### src/rtl/grayscale_to_rgb_stream_if.sv
// Stream interfaces for the grayscale-to-RGB converter.
// Grayscale pixels enter on gray_stream_if; mapped colour leaves on rgb_stream_if.
`timescale 1ns/1ps

interface gray_stream_if #(
    parameter int GRAY_W = 10
);
    logic              valid;
    logic              ready;
    logic [GRAY_W-1:0] gray;
    logic              sof;
    logic              eol;

    modport master (output valid, gray, sof, eol, input ready);
    modport slave  (input valid, gray, sof, eol, output ready);
endinterface

interface rgb_stream_if #(
    parameter int COL_W = 8
);
    logic             valid;
    logic             ready;
    logic [COL_W-1:0] r;
    logic [COL_W-1:0] g;
    logic [COL_W-1:0] b;
    logic             sof;
    logic             eol;

    modport master (output valid, r, g, b, sof, eol, input ready);
    modport slave  (input valid, r, g, b, sof, eol, output ready);
endinterface

### src/rtl/grayscale_to_rgb_stream.sv
// Maps 10-bit grayscale pixels back to 8-bit RGB through a 2-stage elastic pipeline.
// Stage 1 clips and scales; stage 2 applies the per-frame colour map.
`timescale 1ns/1ps

module grayscale_to_rgb_stream #(
    parameter int GRAY_W   = 10,
    parameter int COL_W    = 8,
    parameter int GRAY_MAX = 1020,
    parameter int CNT_W    = 16
) (
    input  logic             clk,
    input  logic             rst_n,
    input  logic [1:0]       mode,
    input  logic             sat_clr,
    gray_stream_if.slave     s,
    rgb_stream_if.master     m,
    output logic [CNT_W-1:0] frame_cnt,
    output logic             sat_flag
);

    typedef enum logic [1:0] {
        MAP_GRAY   = 2'd0,
        MAP_HEAT   = 2'd1,
        MAP_JET    = 2'd2,
        MAP_INVERT = 2'd3
    } map_mode_t;

    localparam logic [GRAY_W-1:0] GRAY_MAX_V = GRAY_W'(GRAY_MAX);

    map_mode_t        mode_q;

    logic             s1_valid;
    logic [COL_W-1:0] s1_g8;
    map_mode_t        s1_mode;
    logic             s1_sof;
    logic             s1_eol;

    logic             s2_valid;
    logic [COL_W-1:0] s2_r;
    logic [COL_W-1:0] s2_g;
    logic [COL_W-1:0] s2_b;
    logic             s2_sof;
    logic             s2_eol;

    logic             s2_adv;
    logic             s1_adv;
    logic             s_fire;
    logic             over_max;
    logic [GRAY_W-1:0] gray_clip;
    map_mode_t        mode_in;

    logic [COL_W-1:0] map_r;
    logic [COL_W-1:0] map_g;
    logic [COL_W-1:0] map_b;
    logic [COL_W-1:0] dbl;
    logic             upper;

    assign s2_adv    = !s2_valid || m.ready;
    assign s1_adv    = !s1_valid || s2_adv;
    assign s.ready   = rst_n && s1_adv;
    assign s_fire    = s.valid && s.ready;
    assign over_max  = s.gray > GRAY_MAX_V;
    assign gray_clip = over_max ? GRAY_MAX_V : s.gray;
    // A start-of-frame beat already uses the mode presented alongside it.
    assign mode_in   = s.sof ? map_mode_t'(mode) : mode_q;

    always_ff @(posedge clk or negedge rst_n) begin
        if (!rst_n) begin
            mode_q   <= MAP_GRAY;
            s1_valid <= 1'b0;
            s1_g8    <= '0;
            s1_mode  <= MAP_GRAY;
            s1_sof   <= 1'b0;
            s1_eol   <= 1'b0;
        end else begin
            if (s_fire && s.sof) begin
                mode_q <= map_mode_t'(mode);
            end
            if (s1_adv) begin
                s1_valid <= s_fire;
            end
            if (s_fire) begin
                s1_g8   <= gray_clip[GRAY_W-1 -: COL_W];
                s1_mode <= mode_in;
                s1_sof  <= s.sof;
                s1_eol  <= s.eol;
            end
        end
    end

    // Saturation is sticky; a new over-range beat outranks a clear in the same cycle.
    always_ff @(posedge clk or negedge rst_n) begin
        if (!rst_n) begin
            sat_flag <= 1'b0;
        end else if (s_fire && over_max) begin
            sat_flag <= 1'b1;
        end else if (sat_clr) begin
            sat_flag <= 1'b0;
        end
    end

    // Doubling the low seven bits gives both 2*g8 and 2*(g8-128); 255-x is ~x.
    assign dbl   = {s1_g8[COL_W-2:0], 1'b0};
    assign upper = s1_g8[COL_W-1];

    always_comb begin
        map_r = s1_g8;
        map_g = s1_g8;
        map_b = s1_g8;
        case (s1_mode)
            MAP_HEAT: begin
                map_r = upper ? '1 : dbl;
                map_g = upper ? dbl : '0;
                map_b = '0;
            end
            MAP_JET: begin
                map_r = upper ? dbl : '0;
                map_g = upper ? ~dbl : dbl;
                map_b = upper ? '0 : ~dbl;
            end
            MAP_INVERT: begin
                map_r = ~s1_g8;
                map_g = ~s1_g8;
                map_b = ~s1_g8;
            end
            default: begin
                map_r = s1_g8;
                map_g = s1_g8;
                map_b = s1_g8;
            end
        endcase
    end

    always_ff @(posedge clk or negedge rst_n) begin
        if (!rst_n) begin
            s2_valid <= 1'b0;
            s2_r     <= '0;
            s2_g     <= '0;
            s2_b     <= '0;
            s2_sof   <= 1'b0;
            s2_eol   <= 1'b0;
        end else if (s2_adv) begin
            s2_valid <= s1_valid;
            if (s1_valid) begin
                s2_r   <= map_r;
                s2_g   <= map_g;
                s2_b   <= map_b;
                s2_sof <= s1_sof;
                s2_eol <= s1_eol;
            end
        end
    end

    always_ff @(posedge clk or negedge rst_n) begin
        if (!rst_n) begin
            frame_cnt <= '0;
        end else if (s2_valid && m.ready && s2_sof) begin
            frame_cnt <= frame_cnt + 1'b1;
        end
    end

    assign m.valid = s2_valid;
    assign m.r     = s2_r;
    assign m.g     = s2_g;
    assign m.b     = s2_b;
    assign m.sof   = s2_sof;
    assign m.eol   = s2_eol;

endmodule
### src/flat_wrapper.sv
// flat-port wrapper written by rule: the top's interface ports become plain ports
module grayscale_to_rgb_stream_flat 
#(
    parameter int GRAY_W   = 10,
    parameter int COL_W    = 8,
    parameter int GRAY_MAX = 1020,
    parameter int CNT_W    = 16
)
  (clk, rst_n, mode, sat_clr, frame_cnt, sat_flag, s_valid, s_gray, s_sof, s_eol, s_ready, m_valid, m_r, m_g, m_b, m_sof, m_eol, m_ready);
  gray_stream_if #(.GRAY_W(GRAY_W)) s_i ();
  rgb_stream_if #(.COL_W(COL_W)) m_i ();
  input  logic clk;
  input  logic rst_n;
  input  logic [1:0] mode;
  input  logic sat_clr;
  output logic [CNT_W-1:0] frame_cnt;
  output logic sat_flag;
  input wire logic [$bits(s_i.valid)-1:0] s_valid;
  input wire logic [$bits(s_i.gray)-1:0] s_gray;
  input wire logic [$bits(s_i.sof)-1:0] s_sof;
  input wire logic [$bits(s_i.eol)-1:0] s_eol;
  output wire logic [$bits(s_i.ready)-1:0] s_ready;
  output wire logic [$bits(m_i.valid)-1:0] m_valid;
  output wire logic [$bits(m_i.r)-1:0] m_r;
  output wire logic [$bits(m_i.g)-1:0] m_g;
  output wire logic [$bits(m_i.b)-1:0] m_b;
  output wire logic [$bits(m_i.sof)-1:0] m_sof;
  output wire logic [$bits(m_i.eol)-1:0] m_eol;
  input wire logic [$bits(m_i.ready)-1:0] m_ready;
  assign s_i.valid = s_valid;
  assign s_i.gray = s_gray;
  assign s_i.sof = s_sof;
  assign s_i.eol = s_eol;
  assign s_ready = s_i.ready;
  assign m_valid = m_i.valid;
  assign m_r = m_i.r;
  assign m_g = m_i.g;
  assign m_b = m_i.b;
  assign m_sof = m_i.sof;
  assign m_eol = m_i.eol;
  assign m_i.ready = m_ready;
  grayscale_to_rgb_stream #(.GRAY_W(GRAY_W), .COL_W(COL_W), .GRAY_MAX(GRAY_MAX), .CNT_W(CNT_W)) u_core (.clk(clk), .rst_n(rst_n), .mode(mode), .sat_clr(sat_clr), .s(s_i), .m(m_i), .frame_cnt(frame_cnt), .sat_flag(sat_flag));
endmodule
### config.mk
export PLATFORM = sky130hd
export DESIGN_NAME = grayscale_to_rgb_stream_flat
export DESIGN_NICKNAME = d
export VERILOG_FILES = /design/src/rtl/grayscale_to_rgb_stream_if.sv /design/src/rtl/grayscale_to_rgb_stream.sv /design/src/flat_wrapper.sv
export SDC_FILE = /design/constraint.sdc
export NUM_CORES = 1
export LEC_CHECK = 0
export CAP_MARGIN = 10
export CORE_MARGIN = 8
export CORE_UTILIZATION = 48
export CTS_CLUSTER_SIZE = 30
export DETAILED_ROUTE_END_ITERATION = 16
export MAX_ROUTING_LAYER = met4
export PLACE_DENSITY = 0.75
export SYNTH_ARGS = -nofsm -noshare
export SYNTH_HDL_FRONTEND = slang
export SYNTH_SLANG_ARGS = --single-unit
### constraint.sdc
create_clock -name clk -period 2.3 [get_ports clk]
set_clock_uncertainty 0.1 [all_clocks]
set_input_delay 0.46 -clock clk [delete_from_list [all_inputs] [get_ports clk]]
set_output_delay 0.46 -clock clk [all_outputs]
set_load 0.005 [all_outputs]
==> results by group, run 1 <==
Floorplan
  – Core area: 6350 µm²
  – Die area: 9410 µm²
  – Initial Util: 49.6%
  – I/O pins: 64
  – # rows: 29
  – Die height: between 90 and 100 µm
  – Die width: just under 100 µm

Clock tree
  – Max H-tree Level: 3
  – CTS tree: yes
  – CTS clk-pin slew, worst paths: 70 ps
  – Hold buffer count at CTS: 0
  – TritonCTS buffer count: 9
  – CTS Root Cell: clkbuf_8
  – Post CTS Setup Buffer Count: 0
  – CTS Buffer Depth: 2
  – Number of gates resized after CTS: 0
  – Worst skew pair latency: ~340 ps
  – Clk sinks: 59

Drt
  – Final wirelength: ~7000 µm
  – Vias: 2540
  – Wirelength per Cell: 15.3 µm
  – Detailed Route Iter0 Violations: ~160
  – Antenna Nets Post-Route: 0
  – Max Used Layer: met4
  – Vias per cell: 5.45
  – DRT Pass-1 Iters: 4
  – # DRC: 0
  – DRT met1 WL: 3400 µm
  – Met2 Routed Length: between 3000 and 4000 µm
  – Detail Route met3 WL: 311 µm

Yosys
  – Post-synth net total: 357
  – Largest family of logic cells by synthesized area: compound AO/OA/AOI/OAI gates
  – Post-synthesis async set-or-reset flop share: 100%
  – Flops & latches, synth: 59
  – Synth cell types: between 40 and 50
  – Synth Area in Compound Gates: 19.5%
  – Largest area contributor in the netlist: dfrtp_1
  – XOR/XNOR Fraction of Synth Area: between 4 and 5%
  – Mapped Cells: 316
  – Primary FF master, synth: dfrtp_1
  – Ys Warns: 0
  – Mapped Area: 3150 µm²
  – Largest cells by area after synthesis: dfrtp_1 (47%), ha_1 (8.7%), nand2_1 (5.2%)
  – Syn Area/Cell: 9.97 µm²
  – Seq/Total Area, Yosys: around 47%
  – Mux cell area share after synthesis: 3.69%
  – Post-synth EDFFs: 0
  – Post-synth top area share: 46.9%
  – Simple-Gate Fraction of Synth Area: 12.7%
  – Synth Area in Adders: 8.74%

Power
  – Power Internal: 0.00261 W
  – Leak: 1.86 nW
  – Worst IR Drop VDD: 0.433 mV
  – Switch share: roughly 30%
  – Sequential share of power: between 30% and 40%
  – Gate power share: 32.5%
  – Clk pwr share: 28.7%
  – Pwr dens: just over 900 nW/µm²
  – NetSw: around 0.0011 W

Worst setup path
  – Worst path max stage delay: between 400 and 500 ps
  – CP arrival: 1380 ps
  – Worst path cell trace: clkdlybuf4s50_1 -> nand3b_1 -> and2_1 -> dlymetal6s2s_1
  – CP startpoint kind: input port
  – Critical Path End Type: output pin
  – CP required: 1740 ps
  – Critical path class: input port to output pin
  – Slowest CP cell: clkdlybuf4s50_1
  – Crit-path max FO: 2

Placement
  – Gpl congestion: around 0.8
  – DP HPWL: between 5000 and 6000 µm
  – Cell Area, Placed: about 3900 µm²
  – IO buf count: 63
  – Placed Cells: 450

Global routing
  – Pin count of the biggest net entering global routing: 60
  – First-pass GRT wire length: 12200 µm
  – Gr usage total: between 10% and 20%
  – Vias in the first global route: around 2500
  – Initial antenna violation count: 0
  – Remaining global-route overflow: 0

Layout
  – Fin area: about 4000 µm²
  – Layout cell share with drive strength beyond 1: 10.3%
  – Area grow syn2layout: 30.6%
  – Final Net Count: 425
  – N_diodes: 0
  – Final std cells w/o fill: 466

Timing
  – Worst hold margin: 235 ps
  – Final max-slew violation count: 0
  – F_max: just over 0.5 GHz
  – Max transition margin: around 51%
  – Setup violations, final: 0
  – Fin crit period: about 1900 ps
  – Period utilization: 84.3%
  – Worst-margin pin slew: 736 ps
  – Final hold vios: 0
  – RSZ-0062 raised after global routing: no
  – Setup tns final: 0 ps

Job
  – Max-cap violation count: 0

Outcome
  – Outcome: finished, final reports clean

Worst hold path
  – Worst min-delay path class: input port to asynchronous set/reset pin
## registers in the layout, indices dropped and copies added, names as in the netlist
name / flops
u_core.s1_mode: 2
u_core.s1_sof: 1
u_core.s1_valid: 1
u_core.m.sof: 1
u_core.m.valid: 1
u_core.m.g: 8
u_core.s1_g8: 8
u_core.m.eol: 1
u_core.m.r: 8
u_core.mode_q: 2
u_core.s1_eol: 1
u_core.frame_cnt: 16
u_core.sat_flag: 1
u_core.m.b: 8
## worst max-delay path, delay by kind of cell
kind,cells,cell delay (ps)
buffers and inverters,2,570
and+or+nand+nor,2,350
## metal layers
metal	global-route usage (%)	up-vias
met4	9.94	0
met1	19.8	1205
li1	-	1261
met2	23.8	62
met3	3.63	12
met5	-	-
## kinds of logic after synthesis
| family | count (synthesis) |
|---|---|
| muxes | 10 |
| and+or+nand+nor | 87 |
| DFF | 59 |
| AOI/OAI and AO/OA | 92 |
| buffers and inverters | 31 |
| xor gates and xnor gates | 15 |
| adders and majority gates | 22 |
## per-stage QoR
stage          total power, W  util, %  setup slack, ps
2_1_floorplan         0.00206        -              579
3_3_place_gp          0.00266     61.1             68.0
3_5_place_dp          0.00270     61.1             19.9
4_1_cts               0.00378     64.7             19.8
5_1_grt               0.00397     64.7              243
6_report              0.00374     64.7              360
## path summary, 6_finish.rpt
path	from	endpoint	slack, ps	cells past startpoint
min in group clk	rst_n	u_core.s1_valid	300	3
worst max register to register	u_core.s1_mode[1]	u_core.m.b[6]	560	5
worst min register to register	u_core.m.b[0]	u_core.m.b[0]	370	1
worst max-delay path	m_ready	s_ready	360	4
max in group asynchronous	rst_n	u_core.m.b[7]	1370	2
worst min-delay path	rst_n	u_core.s1_eol	240	2
## cells in the final DEF (no fill, tap or decap), types with 4 or more instances in the layout
cell and instances:
o221ai_1 6, nand3_1 7, nor2_1 18, mux2_2 4, xor2_1 4, nand2_1 44
xnor2_1 11, o211ai_1 12, o21ai_0 29, a21o_1 8, nand4_1 4, inv_1 13
clkdlybuf4s50_1 61, dfrtp_1 59, a21oi_1 11, buf_4 10, a211oi_1 6, clkbuf_8 11
a211o_1 4, ha_1 22, o31a_1 4
## power groups by stage
stage	Clock (W)	Combinational, W	Sequential (W)
global route	0.00113	0.00135	0.00150
finish	0.00107	0.00122	0.00145
detailed placement	0	0.00122	0.00147
global placement	0	0.00119	0.00146
floorplan	0	0.000594	0.00146
CTS	0.00110	0.00123	0.00146
## cell usage after synthesis, drive strengths merged, types with 2 or more instances
cell / count
a211o: 4
a211oi: 6
a21o: 8
a21oi: 11
a2bb2oi: 2
a311oi: 2
buf: 12
clkbuf: 5
dfrtp: 59
ha: 22
inv: 14
mux2: 7
mux2i: 3
nand2: 45
nand2b: 2
nand3: 7
nand4: 5
nor2: 18
nor2b: 2
nor3: 2
nor4: 2
o211ai: 12
o21ai: 32
o221ai: 6
o22ai: 3
o31a: 4
xnor2: 11
xor2: 4
## area by class of cell
type,count,area [µm²]
fill,506,2240
clock buffer,11,151
inverter,14,52.6
sequential,59,1480
multi-input combinational,226,1540
timing repair buffer,74,723
clock inverter,5,75.1
tap,77,96.3
No activity file was read; power rests on OpenSTA's default activity.
==> inputs of run 2 (changes only) <==
Clock period 2.3 ns to 1.8 ns, I/O delays scaled along.
==> results by group, run 2 (synthesis gave the netlist of run 1 again) <==
Placement
  – Cell Area, Placed: 3960 µm² (+1.9%)
  – IO buf count: 63 (unchanged)
  – Dpl ws: -234 ps (-254 ps)
  – DP HPWL: 5270 µm (+3.5%)
  – Gpl congestion: 0.800 (-0.19%)
  – Placed Cells: 460 (+2.2%)

Power
  – Gate power share: 34.6% (+2.1 points)
  – Switch share: 29.8% (-0.40 points)
  – Worst IR Drop VDD: 0.622 mV (+44%)
  – Tot Pwr: 0.00487 W (+30%)
  – Pwr dens: 1140 nW/µm² (+26%)
  – NetSw: 0.00145 W (+28%)
  – Leak: 1.93 nW (+3.7%)
  – Clk pwr share: 27.9% (-0.8 points)
  – Power Internal: 0.00342 W (+31%)
  – Sequential share of power: 37.5% (-1.3 points)

Timing
  – Period utilization: 96.6%
  – Final max-slew violation count: 0 (unchanged)
  – Worst-margin pin slew: 719 ps (-16.9 ps)
  – Final worst setup slack: 60.5 ps (-300 ps)
  – Final hold vios: 0 (unchanged)
  – Fin crit period: ~1700 ps
  – RSZ-0062 raised after global routing: no
  – Setup tns final: 0 ps (unchanged)
  – Max transition margin: 52.1% (+1.1 points)
  – F_max: 0.575 GHz
  – Setup violations, final: 0 (unchanged)

Drt
  – DRT Pass-1 Iters: 4 (unchanged)
  – # DRC: 0 (unchanged)
  – Vias: 2584 (+1.7%)
  – Vias per cell: 5.34 (-2.1%)
  – Detailed Route Iter0 Violations: 173 (+9.5%)
  – Wirelength per Cell: 15.0 µm (-1.9%)
  – Antenna Nets Post-Route: 0 (unchanged)
  – Final wirelength: 7280 µm (+1.9%)

Layout
  – Layout cell share with drive strength beyond 1: 15.2% (+5.0 points)
  – Max reg flops: 16 (unchanged)
  – Final std cells w/o fill: 484 (+3.9%)
  – Final Net Count: 443 (+4.2%)
  – Fin area: 4260 µm² (+3.6%)
  – Commonest non-fill, non-tap cell in the layout: clkdlybuf4s50_1
  – N_diodes: 0 (unchanged)
  – Top reg by flops: u_core.frame_cnt
  – Area grow syn2layout: 35.3%
  – Most frequent cells in the layout: clkdlybuf4s50_1 (60), dfrtp_1 (57), nand2_1 (44), o21ai_0 (29), buf_4 (27)

Global routing
  – Pin count of the biggest net entering global routing: 60 (unchanged)
  – First-pass GRT wire length: 12300 µm (+1.2%)
  – Vias in the first global route: 2483 (-0.28%)
  – Remaining global-route overflow: 0 (unchanged)
  – Gr usage total: 16.1% (-0.093 points)
  – Initial antenna violation count: 0 (unchanged)

Worst setup path
  – Critical Path End: frame_cnt[10]
  – Worst r2r dst: u_core.m.g[3]
  – Crit-path max FO: 4 (+2)
  – Crit path buf inv count: 1 (-1)
  – CP startpoint kind: register
  – Cell count along the critical path: 1 (-3)
  – Top delay family on crit path: buffers and inverters
  – Setup crit start: u_core.frame_cnt[10]
  – Critical path class: register to output pin
  – Worst path max stage delay: 540 ps (+120 ps)
  – CP required: 1340 ps (-400 ps)
  – Worst path cell trace: clkdlybuf4s50_1
  – Critical Path End Type: output pin
  – CP arrival: 1280 ps (-100 ps)
  – FF-to-FF Start: u_core.s1_g8[7]
  – Reg-to-reg slack, setup: 100 ps (-460 ps)
  – Worst R2R Path Depth: 6 (+1)
  – Slowest CP cell: clkdlybuf4s50_1

Floorplan
  – Die width: 97 µm (unchanged)
  – Core area: 6350 µm² (unchanged)
  – Initial Util: 49.6% (unchanged)
  – # rows: 29 (unchanged)
  – Die area: 9410 µm² (unchanged)
  – Die height: 97 µm (unchanged)
  – I/O pins: 64 (unchanged)

Job
  – Max-cap violation count: 0 (unchanged)

Clock tree
  – CTS Buffer Depth: 2 (unchanged)
  – CTS clk-pin slew, worst paths: 70 ps (about the same)
  – Max H-tree Level: 3 (unchanged)
  – CTS Root Cell: clkbuf_8
  – CTS tree: yes
  – TritonCTS buffer count: 9 (unchanged)
  – Clk sinks: 59 (unchanged)
  – Worst skew pair latency: 330 ps (about the same)

Worst hold path
  – Worst min-delay path class: input port to asynchronous set/reset pin

Outcome
  – Outcome: finished, final reports clean
==> run 2: layout make-up <==
cell class              count  area, µm²
multi-input cells         226       1540
clock buffers              12        155
repair buffers             92        862
fillers                   499       2090
clock inverters             4       72.6
flip-flops and latches     59       1480
well taps                  77       96.3
inverters                  14       56.3
==> run 2: worst min path at each step <==
stage | cells past startpoint | to
after floorplan | 0 | u_core.frame_cnt[0]
after detailed placement | 1 | u_core.frame_cnt[15]
after CTS | 2 | u_core.m.sof
final | 2 | u_core.s1_g8[5]
after global placement | 1 | u_core.frame_cnt[15]
after global routing | 3 | u_core.s1_valid
==> run 2: per-stage QoR <==
stage	hold slack (ps)	utilization (%)
6_report	146	67.1
2_1_floorplan	-35.6	-
3_5_place_dp	363	62.3
5_1_grt	204	67.1
4_1_cts	183	66.0
3_3_place_gp	360	62.3
==> run 2: power by group through the flow <==
stage	sequential (W)	clock (W)	combinational [W]
6_report	0.00183	0.00136	0.00169
3_3_place_gp	0.00186	0	0.00156
5_1_grt	0.00188	0.00145	0.00186
3_5_place_dp	0.00187	0	0.00161
2_1_floorplan	0.00187	0	0.000759
4_1_cts	0.00185	0.00139	0.00162
==> run 2: what timing repair did <==
| item | CTS | global route |
|---|---|---|
| hold buffers | 0 | 0 |
| gates cloned | 0 | 0 |
| gates resized for setup | 6 | 2 |
| buffers inserted | 0 | 8 |
| pin swaps | 0 | 0 |
| endpoints found under the setup margin | 5 | 19 |
==> run 2: layer usage <==
layer | GRT usage [%] | vias up | wire length [µm]
li1 | - | 1303 | -
met1 | 19.9 | 1202 | 3320
met2 | 24.2 | 70 | 3400
met3 | 4.34 | 9 | 434
met4 | 6.75 | 0 | 116
met5 | - | - | 0
==> inputs of run 3 (changes only) <==
Settings changed: CORE_MARGIN 8 to 10, CORE_UTILIZATION 48 to 55, PLACE_DENSITY 0.75 to 0.85.
Clock period 1.8 ns to 2.1 ns, I/O delays scaled along.
==> results by group, run 3 (synthesis gave the netlist of run 1 again) <==
Clock tree
  – CTS Buffer Depth: 2 (unchanged)
  – CTS Root Cell: clkbuf_8
  – CTS tree: yes
  – Clk sinks: 59 (unchanged)
  – TritonCTS buffer count: 9 (unchanged)
  – Worst skew pair latency: 350 ps (+20 ps)
  – Post CTS Setup Buffer Count: 0 (unchanged)
  – CTS clk-pin slew, worst paths: 60 ps (about the same)
  – Max H-tree Level: 3 (unchanged)

Timing
  – Setup violations, final: 0 (unchanged)
  – Final max-slew violation count: 0 (unchanged)
  – F_max: 0.514 GHz
  – Max transition margin: 52.5% (+0.42 points)
  – Period utilization: between 90% and 100%
  – Worst-margin pin slew: 713 ps (-6.29 ps)
  – Final hold vios: 0 (unchanged)
  – Setup tns final: 0 ps (unchanged)
  – RSZ-0062 raised after global routing: no
  – Fin crit period: between 1500 and 2000 ps

Job
  – Max-cap violation count: 0 (unchanged)

Drt
  – Detailed Route Iter0 Violations: 168 (-2.9%)
  – Detail Route met3 WL: 479 µm (+10%)
  – Max Used Layer: met4
  – Wirelength per Cell: 15.6 µm (+3.7%)
  – Antenna Nets Post-Route: 0 (unchanged)
  – DRT Pass-1 Iters: 4 (unchanged)
  – # DRC: 0 (unchanged)
  – Met2 Routed Length: 3320 µm (-2.5%)
  – Final wirelength: 7170 µm (-1.5%)
  – Vias: 2528 (-2.2%)
  – Vias per cell: 5.50 (+2.9%)
  – DRT met1 WL: 3290 µm (-0.99%)

Floorplan
  – Core area: 5540 µm² (-13%)
  – Initial Util: 56.8% (+7.2 points)
  – # rows: 27 (-6.9%)
  – I/O pins: 64 (unchanged)
  – Die area: 9150 µm² (-2.7%)
  – Die height: 95.7 µm (-1.4%)
  – Die width: 95.7 µm (-1.4%)

Layout
  – Max reg flops: 16 (unchanged)
  – Filler Cells Inserted: 409 (-18%)
  – Layout cell share with drive strength beyond 1: 9.54% (-5.7 points)
  – Final Net Count: 424 (-4.3%)
  – Top reg by flops: u_core.frame_cnt
  – Fin area: 4110 µm² (-3.5%)
  – Area grow syn2layout: 30.5%
  – N_diodes: 0 (unchanged)
  – Commonest non-fill, non-tap cell in the layout: clkdlybuf4s50_1
  – Most frequent cells in the layout: clkdlybuf4s50_1 (61), dfrtp_1 (59), nand2_1 (44), o21ai_0 (29), ha_1 (22)

Global routing
  – Remaining global-route overflow: 0 (unchanged)
  – Pin count of the biggest net entering global routing: 60 (unchanged)
  – First-pass GRT wire length: 12000 µm (-2.9%)
  – Gr usage total: 16.9% (+0.78 points)
  – Vias in the first global route: 2459 (-0.97%)
  – Initial antenna violation count: 0 (unchanged)

Power
  – Power Internal: 0.00295 W (-14%)
  – Leak: 1.84 nW (-4.4%)
  – Clk pwr share: 30.2% (+2.3 points)
  – Sequential share of power: 38.1% (+0.6 points)
  – Gate power share: 31.7% (-2.9 points)
  – Worst IR Drop VDD: 0.828 mV (+33%)
  – Switch share: 29.5% (-0.32 points)
  – Pwr dens: 1020 nW/µm² (-11%)
  – NetSw: 0.00123 W (-15%)

Outcome
  – Outcome: finished, final reports clean

Worst setup path
  – Crit-path max FO: 2 (-2)
  – Critical path class: input port to output pin
  – CP arrival: 1430 ps (+150 ps)
  – Worst path cell trace: clkdlybuf4s50_1 -> nand3b_1 -> and2_1 -> dlygate4sd2_1
  – CP startpoint kind: input port
  – Worst path max stage delay: 420 ps (-120 ps)
  – Slowest CP cell: clkdlybuf4s50_1
  – CP required: 1580 ps (+240 ps)
  – Critical Path End Type: output pin

Placement
  – Cell Area, Placed: 3870 µm² (-2.2%)
  – DP HPWL: 5270 µm (about the same)
  – IO buf count: 63 (unchanged)
  – Gpl congestion: 0.848 (+6.0%)

Worst hold path
  – Worst min-delay path class: input port to asynchronous set/reset pin
-- run 3: path summary, 6_finish.rpt --
check                           cells past startpoint  slack [ps]       startpoint              end
worst max-delay path                                4         150          m_ready          s_ready
worst min-delay path                                2         170            rst_n    u_core.m.b[6]
worst max register to register                      5         280  u_core.s1_g8[7]    u_core.m.g[4]
worst min register to register                      1         380    u_core.m.r[0]    u_core.m.r[0]
max in group asynchronous                           2        1240            rst_n    u_core.m.r[5]
min in group clk                                    3         250            rst_n  u_core.s1_valid
-- run 3: layer usage --
| layer | GRT usage, % | up-vias |
|---|---|---|
| li1 | - | 1261 |
| met1 | 21.2 | 1192 |
| met2 | 25.3 | 65 |
| met3 | 4.63 | 10 |
| met4 | 6.39 | 0 |
| met5 | - | - |
-- run 3: power groups by stage --
stage	registers, W	logic [W]	clock network (W)
floorplan	0.00160	0.000650	0
global placement	0.00161	0.00129	0
detailed placement	0.00162	0.00134	0
CTS	0.00160	0.00135	0.00127
global route	0.00163	0.00148	0.00133
finish	0.00159	0.00133	0.00126
-- run 3: layout make-up --
cell class	count	area (µm²)	area share [%]
flip-flops and latches	59	1480	35.9
inverters	14	52.6	1.28
multi-input cells	226	1540	37.4
clock buffers	12	145	3.53
repair buffers	73	712	17.3
well taps	72	90.1	2.19
clock inverters	4	97.6	2.37
-- run 3: timing repair --
item,in CTS,in global routing
gates resized for setup,1,0
hold buffers,0,0
endpoints found under the setup margin,1,0
-- run 3: worst max-delay path: cells and delay by family --
family                 cells  cell delay, ps
and+or+nand+nor            2             330
buffers and inverters      2             680
-- run 3: per-stage QoR --
step | power (W) | util, % | hold slack (ps) | setup slack [ps] | cells
final | 0.00419 | 74.2 | 172 | 155 | 460
after CTS | 0.00422 | 74.2 | 231 | 144 | 460
after detailed placement | 0.00296 | 69.8 | 365 | -52.3 | 444
after global routing | 0.00444 | 74.2 | 244 | 102 | 460
after global placement | 0.00290 | 69.8 | 361 | -52.8 | 444
after floorplan | 0.00225 | - | 24.4 | 379 | 316
